[src/rtl/wkt_button_reader.sv]
`default_nettype none
// ============================================================================
// Module      : wkt_button_reader
// Description : Two-flop synchroniser and per-pin debouncer for board inputs,
//               with one-cycle press/release pulses and a small event FIFO.
// Revision    : 1.0 - initial release
// ============================================================================
module wkt_button_reader #(
    parameter int NBITS           = 8,
    parameter int DEBOUNCE_CYCLES = 16000,
    parameter int CTRW            = 14,
    parameter int LGFIFO          = 2
) (
    input  logic                 i_clk,
    input  logic                 i_reset,
    input  logic [NBITS-1:0]     i_pins,
    output logic [NBITS-1:0]     o_state,
    output logic [NBITS-1:0]     o_press,
    output logic [NBITS-1:0]     o_release,
    output logic                 o_evt_valid,
    output logic [2*NBITS-1:0]   o_evt_data,
    input  logic                 i_evt_ready,
    output logic                 o_overflow
);

    localparam int                c_DEPTH    = 1 << LGFIFO;
    localparam logic [CTRW-1:0]   c_CNT_LAST = CTRW'(DEBOUNCE_CYCLES - 1);
    localparam logic [LGFIFO:0]   c_FULL     = (LGFIFO + 1)'(c_DEPTH);

    // ------------------------------------------------------------------
    // Input synchroniser
    // ------------------------------------------------------------------
    logic [NBITS-1:0] r_sync1;
    logic [NBITS-1:0] r_sync2;

    always_ff @(posedge i_clk) begin
        if (i_reset) begin
            r_sync1 <= '0;
            r_sync2 <= '0;
        end else begin
            r_sync1 <= i_pins;
            r_sync2 <= r_sync1;
        end
    end

    // ------------------------------------------------------------------
    // Debounce: a pin must disagree with o_state for DEBOUNCE_CYCLES
    // consecutive samples before the new level is accepted.
    // ------------------------------------------------------------------
    logic [CTRW-1:0]  r_cnt      [NBITS];
    logic [CTRW-1:0]  w_cnt_nxt  [NBITS];
    logic [NBITS-1:0] w_state_nxt;
    logic [NBITS-1:0] w_press_nxt;
    logic [NBITS-1:0] w_release_nxt;

    always_comb begin
        w_state_nxt   = o_state;
        w_press_nxt   = '0;
        w_release_nxt = '0;
        for (int i = 0; i < NBITS; i++) begin
            w_cnt_nxt[i] = '0;
            if (r_sync2[i] != o_state[i]) begin
                if (r_cnt[i] == c_CNT_LAST) begin
                    w_state_nxt[i]   = r_sync2[i];
                    w_press_nxt[i]   = r_sync2[i];
                    w_release_nxt[i] = ~r_sync2[i];
                end else begin
                    w_cnt_nxt[i] = r_cnt[i] + 1'b1;
                end
            end
        end
    end

    always_ff @(posedge i_clk) begin
        if (i_reset) begin
            o_state   <= '0;
            o_press   <= '0;
            o_release <= '0;
            for (int i = 0; i < NBITS; i++) begin
                r_cnt[i] <= '0;
            end
        end else begin
            o_state   <= w_state_nxt;
            o_press   <= w_press_nxt;
            o_release <= w_release_nxt;
            for (int i = 0; i < NBITS; i++) begin
                r_cnt[i] <= w_cnt_nxt[i];
            end
        end
    end

    // ------------------------------------------------------------------
    // Event FIFO. Simultaneous edges merge into one entry, written on the
    // same edge that raises the pulses.
    // ------------------------------------------------------------------
    logic [2*NBITS-1:0] r_mem [c_DEPTH];
    logic [LGFIFO-1:0]  r_wr_ptr;
    logic [LGFIFO-1:0]  r_rd_ptr;
    logic [LGFIFO:0]    r_count;

    logic               w_push;
    logic [2*NBITS-1:0] w_push_data;
    logic               w_pop;
    logic               w_full;
    logic               w_wr_en;
    logic               w_drop;
    logic [LGFIFO-1:0]  w_rd_ptr_nxt;
    logic [LGFIFO:0]    w_count_after_pop;
    logic               w_head_avail;

    assign w_push            = |(w_press_nxt | w_release_nxt);
    assign w_push_data       = {w_press_nxt, w_release_nxt};
    assign w_pop             = o_evt_valid & i_evt_ready;
    assign w_full            = (r_count == c_FULL);
    // A full FIFO still accepts a push when the head leaves on the same edge.
    assign w_wr_en           = w_push & (~w_full | w_pop);
    assign w_drop            = w_push & w_full & ~w_pop;
    assign w_rd_ptr_nxt      = r_rd_ptr + LGFIFO'(w_pop);
    assign w_count_after_pop = r_count - (LGFIFO + 1)'(w_pop);
    assign w_head_avail      = (w_count_after_pop != '0);

    always_ff @(posedge i_clk) begin
        if (!i_reset && w_wr_en) begin
            r_mem[r_wr_ptr] <= w_push_data;
        end
    end

    // Head register looks only at pre-edge contents, so a fresh push is
    // never visible until the following cycle.
    always_ff @(posedge i_clk) begin
        if (i_reset) begin
            r_wr_ptr    <= '0;
            r_rd_ptr    <= '0;
            r_count     <= '0;
            o_evt_valid <= 1'b0;
            o_evt_data  <= '0;
            o_overflow  <= 1'b0;
        end else begin
            if (w_wr_en) begin
                r_wr_ptr <= r_wr_ptr + 1'b1;
            end
            r_rd_ptr    <= w_rd_ptr_nxt;
            r_count     <= w_count_after_pop + (LGFIFO + 1)'(w_wr_en);
            o_evt_valid <= w_head_avail;
            o_evt_data  <= w_head_avail ? r_mem[w_rd_ptr_nxt] : '0;
            if (w_drop) begin
                o_overflow <= 1'b1;
            end
        end
    end

endmodule
`default_nettype wire

[config.mk]
export PLATFORM = sky130hd
export DESIGN_NAME = wkt_button_reader
export DESIGN_NICKNAME = d
export VERILOG_FILES = /design/src/rtl/wkt_button_reader.sv
export SDC_FILE = /design/constraint.sdc
export NUM_CORES = 1
export LEC_CHECK = 0
export ABC_AREA = 0
export CAP_MARGIN = 20
export CORE_AREA = 2 2 232 142
export DETAILED_ROUTE_END_ITERATION = 8
export DIE_AREA = 0 0 234 144
export PLACE_DENSITY = 0.53
export SYNTH_ARGS = -nofsm -noshare
export SYNTH_HDL_FRONTEND = slang
export SYNTH_SLANG_ARGS = --single-unit
[constraint.sdc]
create_clock -name i_clk -period 2.7 [get_ports i_clk]
set_clock_uncertainty 0.05 [all_clocks]
set_input_delay 0.27 -clock i_clk [delete_from_list [all_inputs] [get_ports i_clk]]
set_output_delay 0.27 -clock i_clk [all_outputs]
set_load 0.02 [all_outputs]
==> results of run 1 <==
## cell usage after synthesis (2+ instances only)
cell	number
mux4_2	16
a222oi_1	4
nand3_2	2
edfxtp_1	64
nand3_1	50
nor3_1	3
nor2b_1	52
nor2_1	128
nand2_1	36
or2_2	3
and3b_1	10
or3b_4	2
nor4_1	3
and2_1	6
xor2_1	61
xnor2_1	35
nor3b_1	4
and3b_2	2
nand4bb_1	6
ha_1	17
clkbuf_1	14
buf_2	7
or3b_2	2
o21ai_0	13
or3_1	15
mux2i_1	7
dfxtp_1	177
nand4_1	13
nor4_4	5
nand2b_1	3
a21oi_1	16
inv_1	16
and3_1	21
## cell usage in the layout, fill, tap and decap left out, types with 2 or more instances in the layout
| cell type | synthesis | routed |
|---|---|---|
| a21oi_1 | 16 | 16 |
| a222oi_1 | 4 | 4 |
| and2_1 | 6 | 6 |
| and3_1 | 21 | 21 |
| and3b_1 | 10 | 10 |
| and3b_2 | 2 | 2 |
| buf_12 | 0 | 5 |
| buf_4 | 0 | 15 |
| bufinv_16 | 0 | 4 |
| clkbuf_1 | 14 | 2 |
| clkbuf_16 | 0 | 25 |
| clkdlybuf4s50_1 | 0 | 51 |
| clkinv_2 | 0 | 7 |
| clkinvlp_4 | 0 | 4 |
| dfxtp_1 | 177 | 177 |
| edfxtp_1 | 64 | 64 |
| ha_1 | 17 | 17 |
| inv_1 | 16 | 16 |
| mux2i_1 | 7 | 7 |
| mux4_2 | 16 | 16 |
| nand2_1 | 36 | 36 |
| nand2b_1 | 3 | 3 |
| nand3_1 | 50 | 50 |
| nand3_2 | 2 | 2 |
| nand4_1 | 13 | 13 |
| nand4bb_1 | 6 | 6 |
| nor2_1 | 128 | 128 |
| nor2b_1 | 52 | 52 |
| nor3_1 | 3 | 3 |
| nor3b_1 | 4 | 4 |
| nor4_1 | 3 | 3 |
| nor4_4 | 5 | 5 |
| o21ai_0 | 13 | 13 |
| or2_2 | 3 | 3 |
| or3_1 | 15 | 15 |
| or3b_2 | 2 | 2 |
| or3b_4 | 2 | 2 |
| xnor2_1 | 35 | 35 |
| xor2_1 | 61 | 61 |
## metrics by stage
| step | utilization [%] | cell area, µm² |
|---|---|---|
| floorplan | - | 9370 |
| global placement | 33.1 | 10500 |
| detailed placement | 33.1 | 10500 |
| CTS | 35.8 | 11400 |
| global route | 35.8 | 11400 |
| finish | 35.8 | 11400 |
## flip-flops by register name, indices dropped and copies added (netlist names)
signal,flops
o_evt_data,16
o_evt_valid,1
o_overflow,1
o_press,8
o_release,8
o_state,8
r_cnt,112
r_count,3
r_mem,64
r_rd_ptr,2
r_sync1,8
r_sync2,8
r_wr_ptr,2
## cell type report
cell class              instances  area (µm²)  area share, %
flip-flops and latches        241        5470           48.0
clock inverters                18         206           1.81
inverters                      16        60.1          0.527
multi-input cells             545        3750           32.9
clock buffers                  28         647           5.68
well taps                     424         531           4.66
repair buffers                 72         728           6.40
## metal layers
layer	GRT usage, %	up-vias
li1	-	3000
met1	17.8	2785
met2	14.8	107
met3	2.50	23
met4	2.53	0
met5	0	-
## logic make-up after synthesis
group	count (synthesis)	synth area share, %
AOI/OAI and AO/OA	37	2.35
xor gates and xnor gates	96	8.97
adders and majority gates	17	2.27
buffers and inverters	38	1.70
DFF	241	58.3
muxes	23	4.59
and+or+nand+nor	372	21.8
## power by group through the flow
| stage | Sequential [mW] | Combinational [mW] | Clock (mW) |
|---|---|---|---|
| 4_1_cts | 3.74 | 0.370 | 3.67 |
| 6_report | 3.74 | 0.357 | 3.54 |
| 5_1_grt | 3.74 | 0.394 | 3.81 |
| 3_3_place_gp | 3.82 | 0.369 | 0 |
| 3_5_place_dp | 3.82 | 0.368 | 0 |
| 2_1_floorplan | 3.82 | 0.245 | 0 |
## worst paths after layout
path / from / slack (ps) / to
worst max-delay path: r_cnt[1][42] / 230 / r_mem[0][9]
worst min-delay path: i_reset / 140 / o_state[7]
worst max register to register: r_cnt[1][42] / 230 / r_mem[0][9]
worst min register to register: r_sync1[5] / 380 / r_sync2[5]
## critical path, cell delays in order (launching register included)
cell	delay, ps
dfxtp_1	380
ha_1	210
nand3_1	190
nor4_4	350
a22oi_1	190
a31oi_1	250
and2b_1	190
and2_1	190
buf_12	180
==> out/metrics.cfg, run 1 <==
[run_status]
status=finished, final reports clean

[route]
route.detailed.drc=0
wl_met1_um=10200
wl_per_cell_um=13.7
first_pass_iters=4
wirelength_um=18400
drtIter0Drc=398
routed-via-count=5915
wl_met2_um=7050
ant_nets=0
vias_per_cell=4.40
routed.top_layer=met4
dr_wl_met3_um=916

[place]
dp.final_hpwl_um=12900
gp_congestion=0.705
portBuffers=52
place_inst=1298
dp_slack_ps=212

[clock_network]
ctsLongestPathBuffers=3
htree_levels=1
cts_sinks=241
cts-root-buf=clkbuf_16
hold_buffers=0
cts_resized=0
cts_tree=done
postCtsSetupRepairBufs=0
cts.clk_slew.worst_paths_ps=60
cts_inserted_buffers=25
clk_latency_ps=530

[timing]
rsz0062_at_grt=false
fin_tns_setup_ps=0
worst_pin_slew_ps=587
setup_slack_ps=227
finalHoldViolCount=0
fin_crit_ps=2470
fin_crit_sh_pct=91.6
max_slew_margin_pct=60.9
slew_viol_final=0
fmax_ghz=0.404
whs_ps=142
setup_violations=0

[worst_hold_path]
min_path_cells=2
min_path_type=primary input to flip-flop

[yosys]
netlist_instances=824
syn_area_per_cell_um2=11.4
synth_seq_cells=241
netlist_area_mm2=0.00937
ys_top_cells_by_area=dfxtp_1 (38%), edfxtp_1 (21%), xor2_1 (5.7%), nor2_1 (5.1%), mux4_2 (3.8%)
synth.distinct_cells=44
syn_nets=852
synth.largest_area_cell=dfxtp_1
async_flop_share_pct=0
synth-edff-count=64
yosysSeqAreaShare_pct=58.3
yosys_most_used_dff=dfxtp_1
synth_top_cell_area_share_pct=37.8
yosysWarnings=0

[global_routing]
gr-total-overflow=0
antenna_found_initial=1
grt_pass1_vias=5479
grt_use_total_pct=11.2
grt_start_max_net_pins=28
grt_pass1_wl_um=29700

[pwr]
sw_frac_of_total_pct=21.5
power_density_mw_per_mm2=671
internal_power_mw=6.00
power_leakage_nw=4.07
power_switching_mw=1.64
p_comb_share_pct=4.7
power_frac_clock_pct=46.4
peakVddDrop_mv=0.469
power_mw=7.64
seqPwrFrac_pct=49.0

[final_layout]
nNetsFinal=929
n_antenna_cell=0
drive_gt1_share_pct=11.1
area_delta_synth_final_pct=21.5
fillers=3082
stdcell_count=1344

[die]
die-area_mm2=0.0337
io_pins=53
dieHeight_um=144
core-area_mm2=0.0318
rows=51
die_width_um=234
initial_core_util_pct=29.4

[critical_path]
start_kind=flip-flop
worstSetupPathType=flip-flop to flip-flop
crit_path_end_kind=flip-flop
cp.required_ps=2890
critPathMaxFanout=16
r2r_cells=8
crit_arrival_ps=2660

[flow_run]
maxCapViolCount=0

Note: power is estimated with default switching activity, not from simulation.
==> inputs of run 2 (changes only) <==
==> constraint.sdc (replaced) <==
create_clock -name i_clk -period 2.7 [get_ports i_clk]
set_clock_uncertainty 0.05 [all_clocks]
set_input_delay 0.27 -clock i_clk [delete_from_list [all_inputs] [get_ports i_clk]]
set_output_delay 0.27 -clock i_clk [all_outputs]
set_load 0.01 [all_outputs]
==> results of run 2 <==
Same layout as run 1 (identical final DEF). Status: finished, final reports clean.
==> inputs of run 3 (changes only) <==
--- a/config.mk
+++ b/config.mk
@@ -8,6 +8,7 @@
 export ABC_AREA = 0
 export CAP_MARGIN = 20
 export CORE_AREA = 2 2 232 142
+export CTS_BUF_LIST = sky130_fd_sc_hd__clkbuf_16
 export DETAILED_ROUTE_END_ITERATION = 8
 export DIE_AREA = 0 0 234 144
 export PLACE_DENSITY = 0.53
==> run 3 against run 2 <==
Combinational power about the same. Sequential cell count stayed put. Setup slack got worse by 1.1 ps. Core utilization barely moved. Count of clock-buffer cells in the layout down 3. Register-to-register slack about the same. Maximum frequency is essentially flat. Die area unchanged. Critical path type unchanged. Critical endpoint unchanged.
==> out/metrics.cfg, run 3 (synthesis results as in run 1) <==
[clock_network]
cts_tree=done
clk_latency_ps=530
cts_resized=0
cts-root-buf=clkbuf_16
cts_sinks=241
cts_inserted_buffers=25
hold_buffers=0
postCtsSetupRepairBufs=0
ctsLongestPathBuffers=3
cts.clk_slew.worst_paths_ps=60
htree_levels=1

[route]
wl_per_cell_um=13.7
first_pass_iters=4
wirelength_um=18500
drtIter0Drc=401
ant_nets=0
routed-via-count=5920
route.detailed.drc=0
vias_per_cell=4.40

[timing]
rsz0062_at_grt=false
fmax_ghz=0.404
worst_pin_slew_ps=587
whs_ps=141
fin_crit_sh_pct=91.6
slew_viol_final=0
setup_violations=0
max_slew_margin_pct=60.9
finalHoldViolCount=0
setup_slack_ps=226
fin_crit_ps=2470
fin_tns_setup_ps=0

[final_layout]
n_antenna_cell=0
fillers=3083
drive_gt1_share_pct=11.0
finalInstanceArea_mm2=0.0114
largest_reg_flops=112
top_regs=r_cnt: 112 flops, r_mem: 64 flops, o_evt_data: 16 flops
area_delta_synth_final_pct=21.4
final_util_pct=35.7
layout_commonest_cell=dfxtp_1
regMostFlops=r_cnt
nNetsFinal=929
final_cell_mix=dfxtp_1 (177), nor2_1 (128), edfxtp_1 (64)

[critical_path]
cpMaxStageDelayCell=dfxtp_1
reg2reg_from=r_cnt[1][42]
critPathMaxFanout=16
r2r_setup_slack_ps=230
start_kind=flip-flop
startpoint=r_cnt[1][42]
cp.required_ps=2890
critical_path.cell_chain=ha_1 > nand3_1 > nor4_4 > a22oi_1 > a31oi_1 > and2b_1 > and2_1 > buf_12
crit_path_max_incr_delay_ps=380
crit_arrival_ps=2660
worstSetupPathType=flip-flop to flip-flop
crit_path_end_kind=flip-flop

[pwr]
internal_power_mw=5.96
power_leakage_nw=4.08
seqPwrFrac_pct=49.2
sw_frac_of_total_pct=21.6
p_comb_share_pct=4.7
power_density_mw_per_mm2=668
peakVddDrop_mv=0.470
power_switching_mw=1.64
power_frac_clock_pct=46.1

[place]
dp_slack_ps=212
portBuffers=52
gp_congestion=0.705
place_area_mm2=0.0105
dp.final_hpwl_um=12900

[flow_run]
maxCapViolCount=0

[worst_hold_path]
min_path_type=primary input to flip-flop
hold_start=i_reset

[global_routing]
antenna_found_initial=1
grt_use_total_pct=11.2
grt_pass1_wl_um=29700
grt_pass1_vias=5479
grt_start_max_net_pins=28
gr-total-overflow=0

[die]
die_width_um=234
io_pins=53
initial_core_util_pct=29.4
dieHeight_um=144
rows=51
die-area_mm2=0.0337
core-area_mm2=0.0318

[run_status]
status=finished, final reports clean

-- run 3: cell count changes in the layout (fill, tap and decap cells not counted), sizes merged --
cell and change:
clkbuf -3, inv +2, clkinv +1
-- run 3: cell type report --
class,count,area [µm²],area share (%)
flip-flops and latches,241,5470,48.0
multi-input cells,545,3750,33.0
repair buffers,72,728,6.40
clock buffers,25,626,5.50
well taps,424,531,4.66
clock inverters,21,218,1.91
inverters,16,60.1,0.528
-- run 3: metal layers --
layer	GRT usage (%)	vias up	share of wire, %
met1	17.8	2785	55
met2	14.8	112	38
met5	0	-	0
met3	2.50	23	5.0
li1	-	3000	-
met4	2.53	0	1.7
-- run 3: through the flow --
| stage | std cells | power, mW |
|---|---|---|
| global route | 1344 | 7.91 |
| detailed placement | 1298 | 4.19 |
| global placement | 1298 | 4.19 |
| floorplan | 824 | 4.06 |
| finish | 1344 | 7.60 |
| CTS | 1344 | 7.74 |
-- run 3: worst paths after layout --
check | to | cells after the start
worst min-delay path | o_state[7] | 2
worst max register to register | r_mem[0][9] | 8
worst min register to register | r_sync2[5] | 1
worst max-delay path | r_mem[0][9] | 8
-- run 3: power by group through the flow --
stage	clock network (mW)	registers (mW)	logic [mW]
after floorplan	0	3.82	0.245
after global placement	0	3.82	0.365
after detailed placement	0	3.82	0.364
after CTS	3.63	3.74	0.366
after global routing	3.77	3.74	0.391
final	3.51	3.74	0.354
-- run 3: critical path: cells and delay by family (launching register included) --
| kind | cells | cell delay (ps) |
|---|---|---|
| DFF | 1 | 380 |
| adders and majority gates | 1 | 210 |
| and+or+nand+nor | 4 | 920 |
| AOI/OAI and AO/OA | 2 | 440 |
| buffers and inverters | 1 | 180 |
